==> src/rtl/rv32_mem_arbiter_pkg.sv <==
// ----------------------------------------------------------------------------
// rv32_mem_arbiter_pkg
//   Shared definitions for the rv32 core <-> cache request arbiter:
//   FSM state encoding, transaction owner encoding and default widths.
// ----------------------------------------------------------------------------
package rv32_mem_arbiter_pkg;

    localparam int ARB_ADDR_W     = 32;
    localparam int ARB_DATA_W     = 32;
    localparam int ARB_STARVE_MAX = 4;

    typedef enum logic [1:0] {
        ST_IDLE     = 2'd0,
        ST_ISSUE    = 2'd1,
        ST_WAIT_RSP = 2'd2
    } arb_state_e;

    typedef enum logic {
        OWNER_I = 1'b0,
        OWNER_D = 1'b1
    } arb_owner_e;

endpackage

==> src/rtl/rv32_mem_arbiter_if.sv <==
// ----------------------------------------------------------------------------
// rv32_mem_arbiter_if
//   Bundles the three buses around the arbiter:
//     i_req_* / i_rsp_*  instruction-fetch side of the core
//     d_req_* / d_rsp_*  load/store side of the core
//     c_req_* / c_rsp_*  single request port of the cache
//   modport master : the arbiter (accepts core requests, masters the cache port)
//   modport slave  : the environment (core requesters and the cache)
// ----------------------------------------------------------------------------
interface rv32_mem_arbiter_if #(
    parameter int ADDR_W = 32,
    parameter int DATA_W = 32
) ();
    logic                  i_req_valid;
    logic                  i_req_ready;
    logic [ADDR_W-1:0]     i_req_addr;
    logic                  i_rsp_valid;
    logic [DATA_W-1:0]     i_rsp_rdata;

    logic                  d_req_valid;
    logic                  d_req_ready;
    logic [ADDR_W-1:0]     d_req_addr;
    logic                  d_req_we;
    logic [DATA_W-1:0]     d_req_wdata;
    logic [DATA_W/8-1:0]   d_req_wstrb;
    logic                  d_rsp_valid;
    logic [DATA_W-1:0]     d_rsp_rdata;

    logic                  c_req_valid;
    logic                  c_req_ready;
    logic [ADDR_W-1:0]     c_req_addr;
    logic                  c_req_we;
    logic [DATA_W-1:0]     c_req_wdata;
    logic [DATA_W/8-1:0]   c_req_wstrb;
    logic                  c_rsp_valid;
    logic [DATA_W-1:0]     c_rsp_rdata;

    modport master (
        input  i_req_valid, i_req_addr,
        output i_req_ready, i_rsp_valid, i_rsp_rdata,
        input  d_req_valid, d_req_addr, d_req_we, d_req_wdata, d_req_wstrb,
        output d_req_ready, d_rsp_valid, d_rsp_rdata,
        output c_req_valid, c_req_addr, c_req_we, c_req_wdata, c_req_wstrb,
        input  c_req_ready, c_rsp_valid, c_rsp_rdata
    );

    modport slave (
        output i_req_valid, i_req_addr,
        input  i_req_ready, i_rsp_valid, i_rsp_rdata,
        output d_req_valid, d_req_addr, d_req_we, d_req_wdata, d_req_wstrb,
        input  d_req_ready, d_rsp_valid, d_rsp_rdata,
        input  c_req_valid, c_req_addr, c_req_we, c_req_wdata, c_req_wstrb,
        output c_req_ready, c_rsp_valid, c_rsp_rdata
    );
endinterface

==> src/rtl/rv32_mem_arbiter_pick.sv <==
// ----------------------------------------------------------------------------
// rv32_arb_pick
//   Winner select for the arbiter: data side wins unless fetch has watched
//   STARVE_MAX consecutive data grants, in which case fetch is forced through.
//   Ports:
//     clk, rst      clock / async active-high reset
//     idle_i        arbiter is in IDLE and may grant this cycle
//     i_valid_i     fetch request pending
//     d_valid_i     load/store request pending
//     grant_i_o     fetch wins this cycle (combinational)
//     grant_d_o     load/store wins this cycle (combinational)
// ----------------------------------------------------------------------------
module rv32_arb_pick #(
    parameter int STARVE_MAX = 4
) (
    input  logic clk,
    input  logic rst,
    input  logic idle_i,
    input  logic i_valid_i,
    input  logic d_valid_i,
    output logic grant_i_o,
    output logic grant_d_o
);
    localparam int CNT_W = $clog2(STARVE_MAX + 1);

    logic [CNT_W-1:0] cnt_q, cnt_d;
    logic             starved;

    assign starved = (cnt_q == CNT_W'(STARVE_MAX));

    always_comb begin
        grant_i_o = 1'b0;
        grant_d_o = 1'b0;
        cnt_d     = cnt_q;
        if (idle_i) begin
            if (d_valid_i && !(starved && i_valid_i))
                grant_d_o = 1'b1;
            else if (i_valid_i)
                grant_i_o = 1'b1;

            // Count only D grants that fetch actually watched; a fetch grant or
            // an idle cycle with no fetch pending restarts the window.
            if (!i_valid_i || grant_i_o)
                cnt_d = '0;
            else if (grant_d_o && !starved)
                cnt_d = cnt_q + CNT_W'(1);
        end
    end

    always_ff @(posedge clk or posedge rst) begin
        if (rst) cnt_q <= '0;
        else     cnt_q <= cnt_d;
    end

endmodule

==> src/rtl/rv32_mem_arbiter.sv <==
// ----------------------------------------------------------------------------
// rv32_mem_arbiter
//   Shares the cache request port between the core's fetch (I) and load/store
//   (D) sides. One transaction outstanding; the response goes back to the side
//   that issued it.
//   Ports:
//     clk, rst        clock / async active-high reset
//     bus (master)    I/D request+response buses and the cache request port
//     err_spurious_o  1-cycle pulse: cache response seen outside WAIT_RSP
// ----------------------------------------------------------------------------
module rv32_mem_arbiter
    import rv32_mem_arbiter_pkg::*;
#(
    parameter int ADDR_W     = ARB_ADDR_W,
    parameter int DATA_W     = ARB_DATA_W,
    parameter int STARVE_MAX = ARB_STARVE_MAX
) (
    input  logic                 clk,
    input  logic                 rst,
    rv32_mem_arbiter_if.master   bus,
    output logic                 err_spurious_o
);
    localparam int STRB_W = DATA_W / 8;

    arb_state_e          state_q, state_d;
    arb_owner_e          owner_q, owner_d;
    logic [ADDR_W-1:0]   addr_q, addr_d;
    logic                we_q, we_d;
    logic [DATA_W-1:0]   wdata_q, wdata_d;
    logic [STRB_W-1:0]   wstrb_q, wstrb_d;
    logic                i_rsp_valid_q, i_rsp_valid_d;
    logic                d_rsp_valid_q, d_rsp_valid_d;
    logic [DATA_W-1:0]   i_rsp_rdata_q, i_rsp_rdata_d;
    logic [DATA_W-1:0]   d_rsp_rdata_q, d_rsp_rdata_d;
    logic                err_q, err_d;

    logic                can_grant;
    logic                grant_i, grant_d;

    // Readies are combinational from state, so hold them off while reset is
    // asserted even though the state register already reads IDLE.
    assign can_grant = (state_q == ST_IDLE) && !rst;

    rv32_arb_pick #(.STARVE_MAX(STARVE_MAX)) u_pick (
        .clk       (clk),
        .rst       (rst),
        .idle_i    (can_grant),
        .i_valid_i (bus.i_req_valid),
        .d_valid_i (bus.d_req_valid),
        .grant_i_o (grant_i),
        .grant_d_o (grant_d)
    );

    always_comb begin
        state_d       = state_q;
        owner_d       = owner_q;
        addr_d        = addr_q;
        we_d          = we_q;
        wdata_d       = wdata_q;
        wstrb_d       = wstrb_q;
        i_rsp_valid_d = 1'b0;
        d_rsp_valid_d = 1'b0;
        i_rsp_rdata_d = i_rsp_rdata_q;
        d_rsp_rdata_d = d_rsp_rdata_q;
        err_d         = 1'b0;

        case (state_q)
            ST_IDLE: begin
                err_d = bus.c_rsp_valid;
                if (grant_d) begin
                    owner_d = OWNER_D;
                    addr_d  = bus.d_req_addr;
                    we_d    = bus.d_req_we;
                    wdata_d = bus.d_req_wdata;
                    wstrb_d = bus.d_req_wstrb;
                    state_d = ST_ISSUE;
                end else if (grant_i) begin
                    // Fetch is always a plain read.
                    owner_d = OWNER_I;
                    addr_d  = bus.i_req_addr;
                    we_d    = 1'b0;
                    wdata_d = '0;
                    wstrb_d = '0;
                    state_d = ST_ISSUE;
                end
            end
            ST_ISSUE: begin
                // A response in the acceptance cycle itself is a cache error.
                err_d = bus.c_rsp_valid;
                if (bus.c_req_ready) state_d = ST_WAIT_RSP;
            end
            ST_WAIT_RSP: begin
                if (bus.c_rsp_valid) begin
                    if (owner_q == OWNER_I) begin
                        i_rsp_valid_d = 1'b1;
                        i_rsp_rdata_d = bus.c_rsp_rdata;
                    end else begin
                        d_rsp_valid_d = 1'b1;
                        d_rsp_rdata_d = bus.c_rsp_rdata;
                    end
                    state_d = ST_IDLE;
                end
            end
            default: state_d = ST_IDLE;
        endcase
    end

    always_ff @(posedge clk or posedge rst) begin
        if (rst) state_q <= ST_IDLE;
        else     state_q <= state_d;
    end

    always_ff @(posedge clk or posedge rst) begin
        if (rst) begin
            owner_q       <= OWNER_D;
            addr_q        <= '0;
            we_q          <= 1'b0;
            wdata_q       <= '0;
            wstrb_q       <= '0;
            i_rsp_valid_q <= 1'b0;
            d_rsp_valid_q <= 1'b0;
            i_rsp_rdata_q <= '0;
            d_rsp_rdata_q <= '0;
            err_q         <= 1'b0;
        end else begin
            owner_q       <= owner_d;
            addr_q        <= addr_d;
            we_q          <= we_d;
            wdata_q       <= wdata_d;
            wstrb_q       <= wstrb_d;
            i_rsp_valid_q <= i_rsp_valid_d;
            d_rsp_valid_q <= d_rsp_valid_d;
            i_rsp_rdata_q <= i_rsp_rdata_d;
            d_rsp_rdata_q <= d_rsp_rdata_d;
            err_q         <= err_d;
        end
    end

    assign bus.i_req_ready = grant_i;
    assign bus.d_req_ready = grant_d;
    assign bus.i_rsp_valid = i_rsp_valid_q;
    assign bus.i_rsp_rdata = i_rsp_rdata_q;
    assign bus.d_rsp_valid = d_rsp_valid_q;
    assign bus.d_rsp_rdata = d_rsp_rdata_q;
    assign bus.c_req_valid = (state_q == ST_ISSUE);
    assign bus.c_req_addr  = addr_q;
    assign bus.c_req_we    = we_q;
    assign bus.c_req_wdata = wdata_q;
    assign bus.c_req_wstrb = wstrb_q;
    assign err_spurious_o  = err_q;

endmodule

==> src/flat_wrapper.sv <==
// flat-port wrapper written by rule: the top's interface ports become plain ports
module rv32_mem_arbiter_flat import rv32_mem_arbiter_pkg::*;
#(
    parameter int ADDR_W     = ARB_ADDR_W,
    parameter int DATA_W     = ARB_DATA_W,
    parameter int STARVE_MAX = ARB_STARVE_MAX
)
  (clk, rst, err_spurious_o, bus_i_req_valid, bus_i_req_addr, bus_i_req_ready, bus_i_rsp_valid, bus_i_rsp_rdata, bus_d_req_valid, bus_d_req_addr, bus_d_req_we, bus_d_req_wdata, bus_d_req_wstrb, bus_d_req_ready, bus_d_rsp_valid, bus_d_rsp_rdata, bus_c_req_valid, bus_c_req_addr, bus_c_req_we, bus_c_req_wdata, bus_c_req_wstrb, bus_c_req_ready, bus_c_rsp_valid, bus_c_rsp_rdata);
  rv32_mem_arbiter_if #(.ADDR_W(ADDR_W), .DATA_W(DATA_W)) bus_i ();
  input  logic clk;
  input  logic rst;
  output logic err_spurious_o;
  input wire logic [$bits(bus_i.i_req_valid)-1:0] bus_i_req_valid;
  input wire logic [$bits(bus_i.i_req_addr)-1:0] bus_i_req_addr;
  output wire logic [$bits(bus_i.i_req_ready)-1:0] bus_i_req_ready;
  output wire logic [$bits(bus_i.i_rsp_valid)-1:0] bus_i_rsp_valid;
  output wire logic [$bits(bus_i.i_rsp_rdata)-1:0] bus_i_rsp_rdata;
  input wire logic [$bits(bus_i.d_req_valid)-1:0] bus_d_req_valid;
  input wire logic [$bits(bus_i.d_req_addr)-1:0] bus_d_req_addr;
  input wire logic [$bits(bus_i.d_req_we)-1:0] bus_d_req_we;
  input wire logic [$bits(bus_i.d_req_wdata)-1:0] bus_d_req_wdata;
  input wire logic [$bits(bus_i.d_req_wstrb)-1:0] bus_d_req_wstrb;
  output wire logic [$bits(bus_i.d_req_ready)-1:0] bus_d_req_ready;
  output wire logic [$bits(bus_i.d_rsp_valid)-1:0] bus_d_rsp_valid;
  output wire logic [$bits(bus_i.d_rsp_rdata)-1:0] bus_d_rsp_rdata;
  output wire logic [$bits(bus_i.c_req_valid)-1:0] bus_c_req_valid;
  output wire logic [$bits(bus_i.c_req_addr)-1:0] bus_c_req_addr;
  output wire logic [$bits(bus_i.c_req_we)-1:0] bus_c_req_we;
  output wire logic [$bits(bus_i.c_req_wdata)-1:0] bus_c_req_wdata;
  output wire logic [$bits(bus_i.c_req_wstrb)-1:0] bus_c_req_wstrb;
  input wire logic [$bits(bus_i.c_req_ready)-1:0] bus_c_req_ready;
  input wire logic [$bits(bus_i.c_rsp_valid)-1:0] bus_c_rsp_valid;
  input wire logic [$bits(bus_i.c_rsp_rdata)-1:0] bus_c_rsp_rdata;
  assign bus_i.i_req_valid = bus_i_req_valid;
  assign bus_i.i_req_addr = bus_i_req_addr;
  assign bus_i_req_ready = bus_i.i_req_ready;
  assign bus_i_rsp_valid = bus_i.i_rsp_valid;
  assign bus_i_rsp_rdata = bus_i.i_rsp_rdata;
  assign bus_i.d_req_valid = bus_d_req_valid;
  assign bus_i.d_req_addr = bus_d_req_addr;
  assign bus_i.d_req_we = bus_d_req_we;
  assign bus_i.d_req_wdata = bus_d_req_wdata;
  assign bus_i.d_req_wstrb = bus_d_req_wstrb;
  assign bus_d_req_ready = bus_i.d_req_ready;
  assign bus_d_rsp_valid = bus_i.d_rsp_valid;
  assign bus_d_rsp_rdata = bus_i.d_rsp_rdata;
  assign bus_c_req_valid = bus_i.c_req_valid;
  assign bus_c_req_addr = bus_i.c_req_addr;
  assign bus_c_req_we = bus_i.c_req_we;
  assign bus_c_req_wdata = bus_i.c_req_wdata;
  assign bus_c_req_wstrb = bus_i.c_req_wstrb;
  assign bus_i.c_req_ready = bus_c_req_ready;
  assign bus_i.c_rsp_valid = bus_c_rsp_valid;
  assign bus_i.c_rsp_rdata = bus_c_rsp_rdata;
  rv32_mem_arbiter #(.ADDR_W(ADDR_W), .DATA_W(DATA_W), .STARVE_MAX(STARVE_MAX)) u_core (.clk(clk), .rst(rst), .bus(bus_i), .err_spurious_o(err_spurious_o));
endmodule
==> config.mk <==
export PLATFORM = sky130hd
export DESIGN_NAME = rv32_mem_arbiter_flat
export DESIGN_NICKNAME = d
export VERILOG_FILES = /design/src/rtl/rv32_mem_arbiter_pkg.sv /design/src/rtl/rv32_mem_arbiter_if.sv /design/src/rtl/rv32_mem_arbiter_pick.sv /design/src/rtl/rv32_mem_arbiter.sv /design/src/flat_wrapper.sv
export SDC_FILE = /design/constraint.sdc
export NUM_CORES = 1
export LEC_CHECK = 0
export BUFFER_PORTS_ARGS = -buffer_cell sky130_fd_sc_hd__buf_4
export CAP_MARGIN = 20
export CORE_MARGIN = 2
export CORE_UTILIZATION = 49
export DETAILED_ROUTE_END_ITERATION = 10
export PLACE_DENSITY_LB_ADDON = 0.15
export SYNTH_ARGS = -nofsm -noshare
export SYNTH_HDL_FRONTEND = slang
export SYNTH_HIERARCHICAL = 1
export SYNTH_SLANG_ARGS = --single-unit
==> constraint.sdc <==
create_clock -name clk -period 7.92 [get_ports clk]
set_input_delay 1.188 -clock clk [delete_from_list [all_inputs] [get_ports clk]]
set_output_delay 1.188 -clock clk [all_outputs]
set_load 0.01 [all_outputs]
==> flow_metrics.tcl <==
set metrics [dict create \
    status "finished, final reports clean" \
    drc 0 \
    nFillCells 763 \
    skew_ps 5.84 \
    slowest_stage "nor3_1" \
    fmax_ghz 0.268 \
    top_level_ports 278 \
    synth_ff_type "dfrtp_1" \
    die_area_sq_mm 0.0124 \
    combPwrFrac_pct 38.7 \
    dp_hpwl_um 10400 \
    hold_buffers 0 \
    viasPerCell 5.09 \
    diodes 0 \
    ir_drop_mv 0.223 \
    gp_congestion 0.840 \
    cts_resized 0 \
    end_kind "primary output" \
    drtIter0Drc 161 \
    coreArea_sq_mm 0.0113 \
    io_buffers 277 \
    internal_power_mw 2.38 \
    drv_slew 0 \
    grt_antenna_before_repair 0 \
    cts_setup_buffers 0 \
    syn2layout_area_growth_pct 50.1 \
    layout.nets 785 \
    syn_inst 363 \
    synth_edf_count 0 \
    p_per_area_mw_per_mm2 403 \
    place_area_sq_mm 0.00785 \
    p_leak_nw 4.24 \
    final.setup.tns_ps 0 \
    grt_overflow 0 \
    crit_path_start "rst" \
    min_path_type "reg -> reg" \
    num_rows 39 \
    post_layout_nonfiller_instances 798 \
    synth_area_per_cell_sq_um 15.5 \
    pwr-share-seq_pct 37.2 \
    drt_wl_total_um 14600 \
    path_buf_inv 2 \
    syn-num-nets 504 \
    hold_viol 0 \
    drtAntennaViolNets 0 \
    switchingPower_mw 1.03 \
    async_flop_share_pct 100 \
    multi_input_area_sq_mm 0.00196 \
    htreeDepth 4 \
    initial_core_util_pct 49.8 \
    p_sw_share_pct 30.2 \
    cts_root_buffer "clkbuf_16" \
    drt-wirelength-per-cell_um 18.2 \
    yosysWarnings 6 \
    grt_usage_pct 23.7 \
    die_w_um 111 \
    relSlewSlack_pct 43.9 \
    cts_tree "built" \
    fp.dieH_um 111 \
    stdcell_area_sq_mm 0.00847 \
    grt_max_degree 73 \
    rsz0062_at_grt "false" \
    clk_transition_reported_paths_ps 60 \
    critPathRequiredTime_ps 6730 \
    crit_fanout 7 \
    cp_top_family "simple AND/OR/NAND/NOR gates" \
    yosysUniqueCellTypes 27 \
    max-cap-violations 0 \
    period_minus_slack_ps 3740 \
    post-route-period-util_pct 47.2 \
    cts_sinks 142 \
    critPathLaunchType "input pin" \
    num_vias 4058 \
    drtPass1Iterations 5 \
    crit_chain "buf_4 -> nor3_1 -> nand2_1 -> a21oi_1 -> buf_4" \
    pwr-share-clk_pct 24.2 \
    drive_above_1_share_pct 67.9 \
    setup_violations 0 \
    regArea_sq_mm 0.00355 \
    clk-insertion-delay-late_ps 400 \
    grt_pass1_vias 4410 \
    ys_ff_latch 142 \
    cp.arrival_ps 2550 \
    max_slew.worst_pin.slew_ps 842 \
    grt_pass1_wl_um 22900 \
    crit_type "in -> out" \
    dpl.cell_count 768 \
    yosysSeqAreaShare_pct 63.0 \
    min_from "u_core/bus.i_rsp_rdata[26]" \
    crit_top_cell "buf_4" \
    cts_made_buffers 17 \
    clockBufferDepth 2 \
    synthesis.area_sq_mm 0.00564 \
    max_stage_delay_ps 540 \
    rr_startpoint "u_core/u_pick/cnt_q[0]" \
]
-- sequential cells by signal, indices dropped and copies added (netlist names), 2 cells and up --
| signal | count |
|---|---|
| u_core/bus.c_req_addr | 32 |
| u_core/bus.c_req_wdata | 32 |
| u_core/bus.d_rsp_rdata | 32 |
| u_core/bus.i_rsp_rdata | 32 |
| u_core/bus.c_req_wstrb | 4 |
| u_core/u_pick/cnt_q | 3 |
| u_core/state_q | 2 |
-- Yosys cell counts (2+ instances only) --
cell type | count | area (sq um)
a22o_1 | 38 | 333
a21o_1 | 2 | 15.0
ha_1 | 2 | 25.0
buf_4 | 3 | 22.5
mux2_2 | 127 | 1430
buf_2 | 12 | 60.1
o22ai_1 | 2 | 12.5
nor2_1 | 2 | 7.51
dfrtp_1 | 141 | 3530
nand2_1 | 4 | 15.0
inv_1 | 7 | 26.3
clkbuf_1 | 5 | 18.8
nand3_1 | 4 | 20.0
-- layer usage --
layer  vias to the layer above  track usage [%]  part of all wire (%)
met3                        23             7.16                   7.4
li1                       1870                -                     -
met5                         -                0                     0
met2                       178             42.1                    53
met1                      1987             26.8                    37
met4                         0             9.38                   2.5
-- cell usage in the layout (no fill, tap or decap), drive strengths merged --
cell	n
a21o	2
a21oi	1
a22o	38
and2	1
and2b	1
and3	1
buf	283
bufinv	4
clkbuf	19
clkinv	5
clkinvlp	1
dfrtp	141
dfstp	1
ha	2
inv	8
mux2	128
nand2	4
nand2b	1
nand3	4
nor2	2
nor3	2
nor3b	1
o21ai	2
o22ai	2
o31ai	1
-- stage by stage --
step / hold WS, ps / power, mW / setup WS, ps / utilization, %
floorplan: 457 / 1.88 / 3010 / -
global placement: 475 / 2.55 / 4320 / 69.4
detailed placement: 476 / 2.60 / 4220 / 69.4
CTS: 500 / 3.45 / 4180 / 74.8
global route: 516 / 3.59 / 4050 / 74.8
finish: 498 / 3.41 / 4180 / 74.8
-- final timing paths --
| path | to | slack (ps) | depth (start not counted) |
|---|---|---|---|
| worst min register to register | u_core/bus.i_rsp_rdata[26] | 500 | 1 |
| worst max-delay path | bus_i_req_ready | 4180 | 5 |
| worst max register to register | u_core/bus.c_req_addr[17] | 4980 | 8 |
| min in group asynchronous | u_core/u_pick/cnt_q[0] | 690 | 2 |
| max in group asynchronous | u_core/bus.d_rsp_rdata[0] | 5710 | 3 |
| worst min-delay path | u_core/bus.i_rsp_rdata[26] | 500 | 1 |
-- layout make-up --
cell class / count / share of cell area, %
multi-input cells: 193 / 23.2
clock buffers: 19 / 5.35
inverters: 7 / 0.369
clock inverters: 11 / 1.95
well taps: 143 / 2.11
repair buffers: 283 / 25.1
flip-flops and latches: 142 / 42.0
-- power groups by stage --
stage                     Clock, mW  Sequential (mW)  Combinational, mW
after floorplan                   0             1.39              0.490
after global placement            0             1.25               1.30
after detailed placement          0             1.27               1.34
after CTS                     0.838             1.27               1.34
after global routing          0.873             1.31               1.41
final                         0.824             1.27               1.32
-- logic make-up (layout without fill, tap and decap cells) --
family	count (synthesis)	after routing	synth area share, %
buffers and inverters	28	320	2.33
multiplexers	128	128	25.5
adder cells (fa/ha/maj)	2	2	0.443
AND/OR/NAND/NOR	17	17	1.82
AO/OA/AOI/OAI	46	46	6.85
flip-flops	142	142	63.0
-- worst reg2reg max path, cell delays in order (launching register included) --
cell and delay, ps:
dfrtp_1 380, inv_1 100, ha_1 190, nand3_1 120, and3_1 220, buf_4 270, o21ai_4 550, buf_4 590
mux2_2 410
No activity file was read; power rests on OpenSTA's default activity.
